==> src/rtl/fix_session_timer.sv <==
// FIX session timing: connect requests, heartbeat/test-request/timeout pulses and
// end-of-window logout. Optional FIX_SESSION_STATS_EN adds heartbeat/timeout counters.
module fix_session_timer #(
  parameter int unsigned CNT_W       = 9,
  parameter int unsigned MIN_PER_DAY = 1440
) (
  input  logic        clk,
  input  logic        rst_n,
  input  logic        cfg_valid_i,
  input  logic [7:0]  heartBeatInt_i,
  input  logic [7:0]  reconnectInt_i,
  input  logic [15:0] starttime_i,
  input  logic [15:0] endtime_i,
  input  logic [15:0] time_now_i,
  input  logic        tick_sec_i,
  input  logic        connected_i,
  input  logic        msg_tx_i,
  input  logic        msg_rx_i,
  output logic        connect_req_o,
  output logic        send_heartbeat_o,
  output logic        send_testreq_o,
  output logic        session_timeout_o,
  output logic        logout_req_o,
  output logic [2:0]  state_o
`ifdef FIX_SESSION_STATS_EN
  ,
  output logic [15:0] hb_sent_cnt_o,
  output logic [15:0] timeout_cnt_o
`endif
);

  localparam int unsigned TW  = 16;
  localparam int unsigned IW  = 8;
  localparam int unsigned SW  = 3;
  localparam int unsigned STW = 16;

  typedef enum logic [SW-1:0] {
    S_IDLE       = 3'd0,
    S_CONNECT    = 3'd1,
    S_ACTIVE     = 3'd2,
    S_TEST_PEND  = 3'd3,
    S_LOGOUT     = 3'd4,
    S_RECON_WAIT = 3'd5
  } state_e;

  function automatic logic [CNT_W-1:0] sat_inc(input logic [CNT_W-1:0] v);
    return (&v) ? v : v + CNT_W'(1);
  endfunction

  state_e            state_q, state_d;
  logic [IW-1:0]     hb_int_q, recon_int_q;
  logic [TW-1:0]     start_q, end_q;
  logic              configured_q;
  logic [CNT_W-1:0]  tx_cnt_q, tx_cnt_d;
  logic [CNT_W-1:0]  rx_cnt_q, rx_cnt_d;
  logic [CNT_W-1:0]  rc_cnt_q, rc_cnt_d;
  logic              connect_req_q, connect_req_d;
  logic              hb_q, hb_d;
  logic              tr_q, tr_d;
  logic              to_q, to_d;
  logic              lo_q, lo_d;

  logic              in_window;
  logic              in_sess;
  logic              link_ok;
  logic              run_ok;
  logic              hb_en;
  logic [CNT_W-1:0]  hb_cmp;
  logic              hb_due;
  logic              hb_fire;
  logic              tr_fire;
  logic              to_fire;
  logic              lo_fire;
  logic              recon_done;

  // Shadow copy of the session configuration
  always_ff @(posedge clk or negedge rst_n) begin
    if (!rst_n) begin
      hb_int_q     <= '0;
      recon_int_q  <= '0;
      start_q      <= '0;
      end_q        <= '0;
      configured_q <= 1'b0;
    end else if (cfg_valid_i) begin
      hb_int_q     <= heartBeatInt_i;
      recon_int_q  <= reconnectInt_i;
      start_q      <= starttime_i;
      end_q        <= endtime_i;
      configured_q <= 1'b1;
    end
  end

  // Session window; an out-of-range minute-of-day is never in window
  always_comb begin
    in_window = 1'b0;
    if (time_now_i < TW'(MIN_PER_DAY)) begin
      if (start_q == end_q)
        in_window = 1'b1;
      else if (start_q < end_q)
        in_window = (time_now_i >= start_q) && (time_now_i < end_q);
      else
        in_window = (time_now_i >= start_q) || (time_now_i < end_q);
    end
  end

  // Timer event decode, already qualified by link-down / window-close priority
  always_comb begin
    in_sess    = (state_q == S_ACTIVE) || (state_q == S_TEST_PEND);
    link_ok    = in_sess && connected_i;
    run_ok     = link_ok && in_window;
    hb_en      = (hb_int_q != '0);
    hb_cmp     = CNT_W'(hb_int_q);
    hb_due     = run_ok && hb_en && (tx_cnt_q == hb_cmp);
    hb_fire    = hb_due && !msg_tx_i;
    tr_fire    = run_ok && (state_q == S_ACTIVE) && hb_en &&
                 (rx_cnt_q == hb_cmp + CNT_W'(1));
    to_fire    = run_ok && (state_q == S_TEST_PEND) && hb_en && !msg_rx_i &&
                 (rx_cnt_q == hb_cmp);
    lo_fire    = link_ok && !in_window;
    recon_done = (rc_cnt_q == CNT_W'(recon_int_q));
  end

  // State register
  always_ff @(posedge clk or negedge rst_n) begin
    if (!rst_n) state_q <= S_IDLE;
    else        state_q <= state_d;
  end

  // Next-state logic
  always_comb begin
    state_d = state_q;
    case (state_q)
      S_IDLE: begin
        if (configured_q && in_window) state_d = S_CONNECT;
      end
      S_CONNECT: begin
        if (connected_i)     state_d = S_ACTIVE;
        else if (!in_window) state_d = S_IDLE;
      end
      S_ACTIVE: begin
        if (!connected_i)  state_d = S_RECON_WAIT;
        else if (lo_fire)  state_d = S_LOGOUT;
        else if (tr_fire)  state_d = S_TEST_PEND;
      end
      S_TEST_PEND: begin
        if (!connected_i)  state_d = S_RECON_WAIT;
        else if (lo_fire)  state_d = S_LOGOUT;
        else if (msg_rx_i) state_d = S_ACTIVE;
        else if (to_fire)  state_d = S_RECON_WAIT;
      end
      S_LOGOUT: begin
        if (!connected_i) state_d = S_IDLE;
      end
      S_RECON_WAIT: begin
        if (recon_done) state_d = S_IDLE;
      end
      default: state_d = S_IDLE;
    endcase
  end

  // Output decode; connect request tracks the state it is registered with
  always_comb begin
    connect_req_d = (state_d == S_CONNECT);
    hb_d          = hb_fire;
    tr_d          = tr_fire;
    to_d          = to_fire;
    lo_d          = lo_fire;
  end

  // Per-second counters; any clear takes precedence over a tick
  always_comb begin
    tx_cnt_d = tx_cnt_q;
    rx_cnt_d = rx_cnt_q;
    rc_cnt_d = rc_cnt_q;
    if ((state_q == S_CONNECT) && connected_i) begin
      tx_cnt_d = '0;
      rx_cnt_d = '0;
    end else if (in_sess) begin
      if (msg_tx_i || hb_due)   tx_cnt_d = '0;
      else if (tick_sec_i)      tx_cnt_d = sat_inc(tx_cnt_q);
      if (msg_rx_i || tr_fire)  rx_cnt_d = '0;
      else if (tick_sec_i)      rx_cnt_d = sat_inc(rx_cnt_q);
    end
    if ((state_d == S_RECON_WAIT) && (state_q != S_RECON_WAIT))
      rc_cnt_d = '0;
    else if ((state_q == S_RECON_WAIT) && tick_sec_i && !recon_done)
      rc_cnt_d = sat_inc(rc_cnt_q);
  end

  always_ff @(posedge clk or negedge rst_n) begin
    if (!rst_n) begin
      tx_cnt_q      <= '0;
      rx_cnt_q      <= '0;
      rc_cnt_q      <= '0;
      connect_req_q <= 1'b0;
      hb_q          <= 1'b0;
      tr_q          <= 1'b0;
      to_q          <= 1'b0;
      lo_q          <= 1'b0;
    end else begin
      tx_cnt_q      <= tx_cnt_d;
      rx_cnt_q      <= rx_cnt_d;
      rc_cnt_q      <= rc_cnt_d;
      connect_req_q <= connect_req_d;
      hb_q          <= hb_d;
      tr_q          <= tr_d;
      to_q          <= to_d;
      lo_q          <= lo_d;
    end
  end

  assign connect_req_o     = connect_req_q;
  assign send_heartbeat_o  = hb_q;
  assign send_testreq_o    = tr_q;
  assign session_timeout_o = to_q;
  assign logout_req_o      = lo_q;
  assign state_o           = state_q;

`ifdef FIX_SESSION_STATS_EN
  logic [STW-1:0] hb_sent_q, timeouts_q;

  // Event statistics, free-running and wrapping
  always_ff @(posedge clk or negedge rst_n) begin
    if (!rst_n) begin
      hb_sent_q  <= '0;
      timeouts_q <= '0;
    end else begin
      if (hb_fire) hb_sent_q  <= hb_sent_q + STW'(1);
      if (to_fire) timeouts_q <= timeouts_q + STW'(1);
    end
  end

  assign hb_sent_cnt_o = hb_sent_q;
  assign timeout_cnt_o = timeouts_q;
`endif

endmodule
==> config.mk <==
export PLATFORM = sky130hd
export DESIGN_NAME = fix_session_timer
export DESIGN_NICKNAME = d
export VERILOG_FILES = /design/src/rtl/fix_session_timer.sv
export SDC_FILE = /design/constraint.sdc
export NUM_CORES = 1
export LEC_CHECK = 0
export ABC_AREA = 1
export BUFFER_PORTS_ARGS = -buffer_cell sky130_fd_sc_hd__buf_2
export CORE_ASPECT_RATIO = 1.2
export CORE_MARGIN = 2
export CORE_UTILIZATION = 25
export DETAILED_ROUTE_END_ITERATION = 10
export PLACE_DENSITY = 0.54
export SLEW_MARGIN = 20
export SYNTH_ARGS = -nofsm -noshare
export SYNTH_HDL_FRONTEND = slang
export SYNTH_SLANG_ARGS = --single-unit
==> constraint.sdc <==
create_clock -name clk -period 2.29 [get_ports clk]
set_clock_uncertainty 0.05 [all_clocks]
set_input_delay 0.229 -clock clk [delete_from_list [all_inputs] [get_ports clk]]
set_output_delay 0.229 -clock clk [all_outputs]
set_load 0.01 [all_outputs]
==> flow_summary.toml <==
[pwr]
ir_worst_vdd_uv = 347
power.leakage_nw = 3.57
powerDensity_nw_per_um2 = 573

[route]
first_pass_iters = 4
drc_errors = 0
ant_nets = 0
routed_via_density = 4.42
drt_iter0_markers = 203
wl_per_cell_um = 13.1
vias = 4827
drt-total-wl_um = 14300

[sta]
rsz0062_at_grt = "yes"
worst_pin_slew_ns = 0.550
hold_slack_ns = 0.0346
worst_slack_ns = -0.0736
finalSetupViolCount = 17
hold_viol = 0
period_share = 1.03
period_needed_ns = 2.36
slew_headroom = 0.633
fmax_ghz = 0.423
slew_violations = 0

[floorplan]
fp.dieW_um = 139
num_rows = 59
fp.dieArea_um2 = 23000
die_height_um = 166
core_area_um2 = 21600
io_pins = 79
start_util = 0.253

[clocking]
htreeDepth = 3
cts_tree = "built"
cts_buffer_depth = 2
cts_buffers = 9
cts_root_buffer = "clkbuf_16"
clk_latency_ns = 0.35
cts.sinks = 84
cts.clk_slew.worst_paths_ns = 0.06

[setup_path]
cp-end-kind = "flip-flop"
required_ns = 2.47
worstSetupPathType = "reg2reg"
setup.worst_path.start_class = "flip-flop"
crit_fanout = 4
arrival_ns = 2.55

[synth]
synth.distinct_cells = 40
avgSynthCellArea_um2 = 8.05
synth_edf_count = 0
syn_area_um2 = 5450
synth_seq_cells = 84
yosysSeqAreaShare = 0.386
syn_nets = 803
synth_ff_type = "dfrtp_1"
async_flop_share = 1.00
netlist_instances = 677
ys_warn_count = 0

[grt]
grt_max_degree = 72
overflow = 0
grt_pass1_vias = 4775
antenna_found_initial = 0
track_usage = 0.128
grt_pass1_wl_um = 23600

[final_layout]
drive_above_1_share = 0.267
final_cells = 1093
fill_cells = 2299
area_growth_pct = 30.6
fin_nets = 942
num_antenna_cells = 0

[job]
maxCapViolCount = 0

[place]
dp_cells = 1070
gp_congestion = 0.806
hpwl_um = 11000
numPortBuffers = 78

[run_status]
violations = "setup timing"
status = "finished with violations"

[worst_hold_path]
hold_class = "in2reg"
==> per-stage QoR <==
stage | cell area [µm²] | setup slack [ns] | TNS [ns] | util | total power (W)
detailed placement | 6560 | -0.243 | -4.34 | 0.304 | 0.00258
floorplan | 5450 | 0.107 | 0 | - | 0.00221
global placement | 6560 | -0.200 | -3.67 | 0.304 | 0.00257
finish | 7120 | -0.0736 | -0.883 | 0.330 | 0.00408
global route | 7120 | -0.269 | -5.09 | 0.330 | 0.00435
CTS | 6940 | -0.171 | -2.44 | 0.322 | 0.00412
==> path summary, 6_finish.rpt <==
path                                from  cells after the start  slack, ns                 to
min                        endtime_i[12]                      3       0.03          end_q[12]
max in group asynchronous          rst_n                      3       1.30  session_timeout_o
min reg2reg                 configured_q                      1       0.45       configured_q
max reg2reg                   start_q[9]                     16      -0.07        rc_cnt_q[2]
min in group asynchronous          rst_n                      2       0.23         start_q[5]
max                           start_q[9]                     16      -0.07        rc_cnt_q[2]
==> what timing repair did <==
action,in CTS,in global routing
buffers inserted,2,4
setup endpoints to repair,26,31
resized for setup,16,30
pin swaps,8,16
hold buffers,2,0
endpoints found under the hold margin,14,0
cloned,1,0
==> layout make-up <==
cell class                      count  area [µm²]  share of cell area
Clock buffer                       12         256              0.0360
Clock inverter                      2        35.0             0.00492
Inverter                           95         359              0.0504
Multi-Input combinational cell    489        3140               0.441
Sequential cell                    84        2100               0.295
Tap cell                          274         343              0.0482
Timing Repair Buffer              137         881               0.124
==> registers in the layout, indices dropped and copies added (netlist names) <==
| register | flops |
|---|---|
| state_o | 3 |
| logout_req_o | 1 |
| send_heartbeat_o | 1 |
| rx_cnt_q | 9 |
| recon_int_q | 8 |
| send_testreq_o | 1 |
| configured_q | 1 |
| hb_int_q | 8 |
| session_timeout_o | 1 |
| connect_req_o | 1 |
| rc_cnt_q | 9 |
| tx_cnt_q | 9 |
| end_q | 16 |
| start_q | 16 |
==> cell usage in the layout (no fill, tap or decap), types with 2 or more instances in the layout <==
master           n
nand3b_1         3
nor2_4           3
buf_4           52
buf_6            4
nor4_1           2
nand2_4          4
buf_12           2
mux2i_1          3
inv_2           15
nor3_2           3
nand3_1         24
clkbuf_16        9
nand3_4          4
and3_1           2
inv_1           78
nand3_2          2
ha_1            50
a21oi_1         31
xnor2_1         14
nor2_1          35
dlygate4sd3_1    2
a21oi_2          5
clkbuf_8         2
o21a_1           2
nor2_2          12
xor2_1          24
o22ai_1          3
nand2_2         10
nor3b_1          2
o21ai_0         50
ha_4             5
or2_2            2
nor3_1          16
buf_2           77
o21ai_1          7
nand2_1        147
nand4_1         13
dfrtp_1         84
==> where the power goes <==
| group | internal, W | total, W | switching, W | leakage (nW) |
|---|---|---|---|---|
| Combinational | 0.000402 | 0.000910 | 0.000508 | 2.36 |
| Clock | 0.000891 | 0.00147 | 0.000580 | 0.145 |
| Sequential | 0.00160 | 0.00170 | 0.000100 | 1.06 |
==> cell families after synthesis <==
kind of cell | share of synthesized area
and+or+nand+nor | 0.241
xor gates and xnor gates | 0.0611
AOI/OAI and AO/OA | 0.108
buffers and inverters | 0.0723
DFF | 0.386
adders and majority gates | 0.126
muxes | 0.00551
==> synthesized netlist by cell type (3+ instances only) <==
cell type	count	share of area
nand3b_1	3	0.0041
o22ai_1	3	0.0034
xor2_1	24	0.039
nor3_2	3	0.0055
o21ai_1	6	0.0055
inv_1	86	0.059
ha_1	55	0.13
xnor2_1	14	0.023
a21oi_1	35	0.032
inv_2	8	0.0055
mux2i_1	3	0.0055
nor2_1	38	0.026
nor4_1	3	0.0034
dfrtp_1	84	0.39
nor2_2	10	0.011
nor3_1	16	0.015
nand4_1	13	0.015
nand2_1	152	0.10
nand3_1	27	0.025
clkbuf_1	10	0.0069
o21ai_0	52	0.048
nand2_2	9	0.010
==> critical path: stages, from the launching register on <==
cell,delay (ns)
dfrtp_1,0.37
inv_2,0.06
ha_4,0.26
nand2_1,0.08
nor4_2,0.26
buf_4,0.14
a21oi_2,0.06
nor2_2,0.10
nor2_2,0.04
nand2_2,0.11
nand4_1,0.13
nand2_1,0.10
nand2_1,0.06
nand2_2,0.10
nand3_4,0.12
nor2_4,0.17
nor2_2,0.04
==> routing by layer <==
layer / global-route usage / routed length, µm
met1: 0.166 / 6620
met3: 0.0283 / 528
met4: 0.0334 / 175
met2: 0.215 / 7000
met5: 0 / 0
No activity file was read; power rests on OpenSTA's default activity.
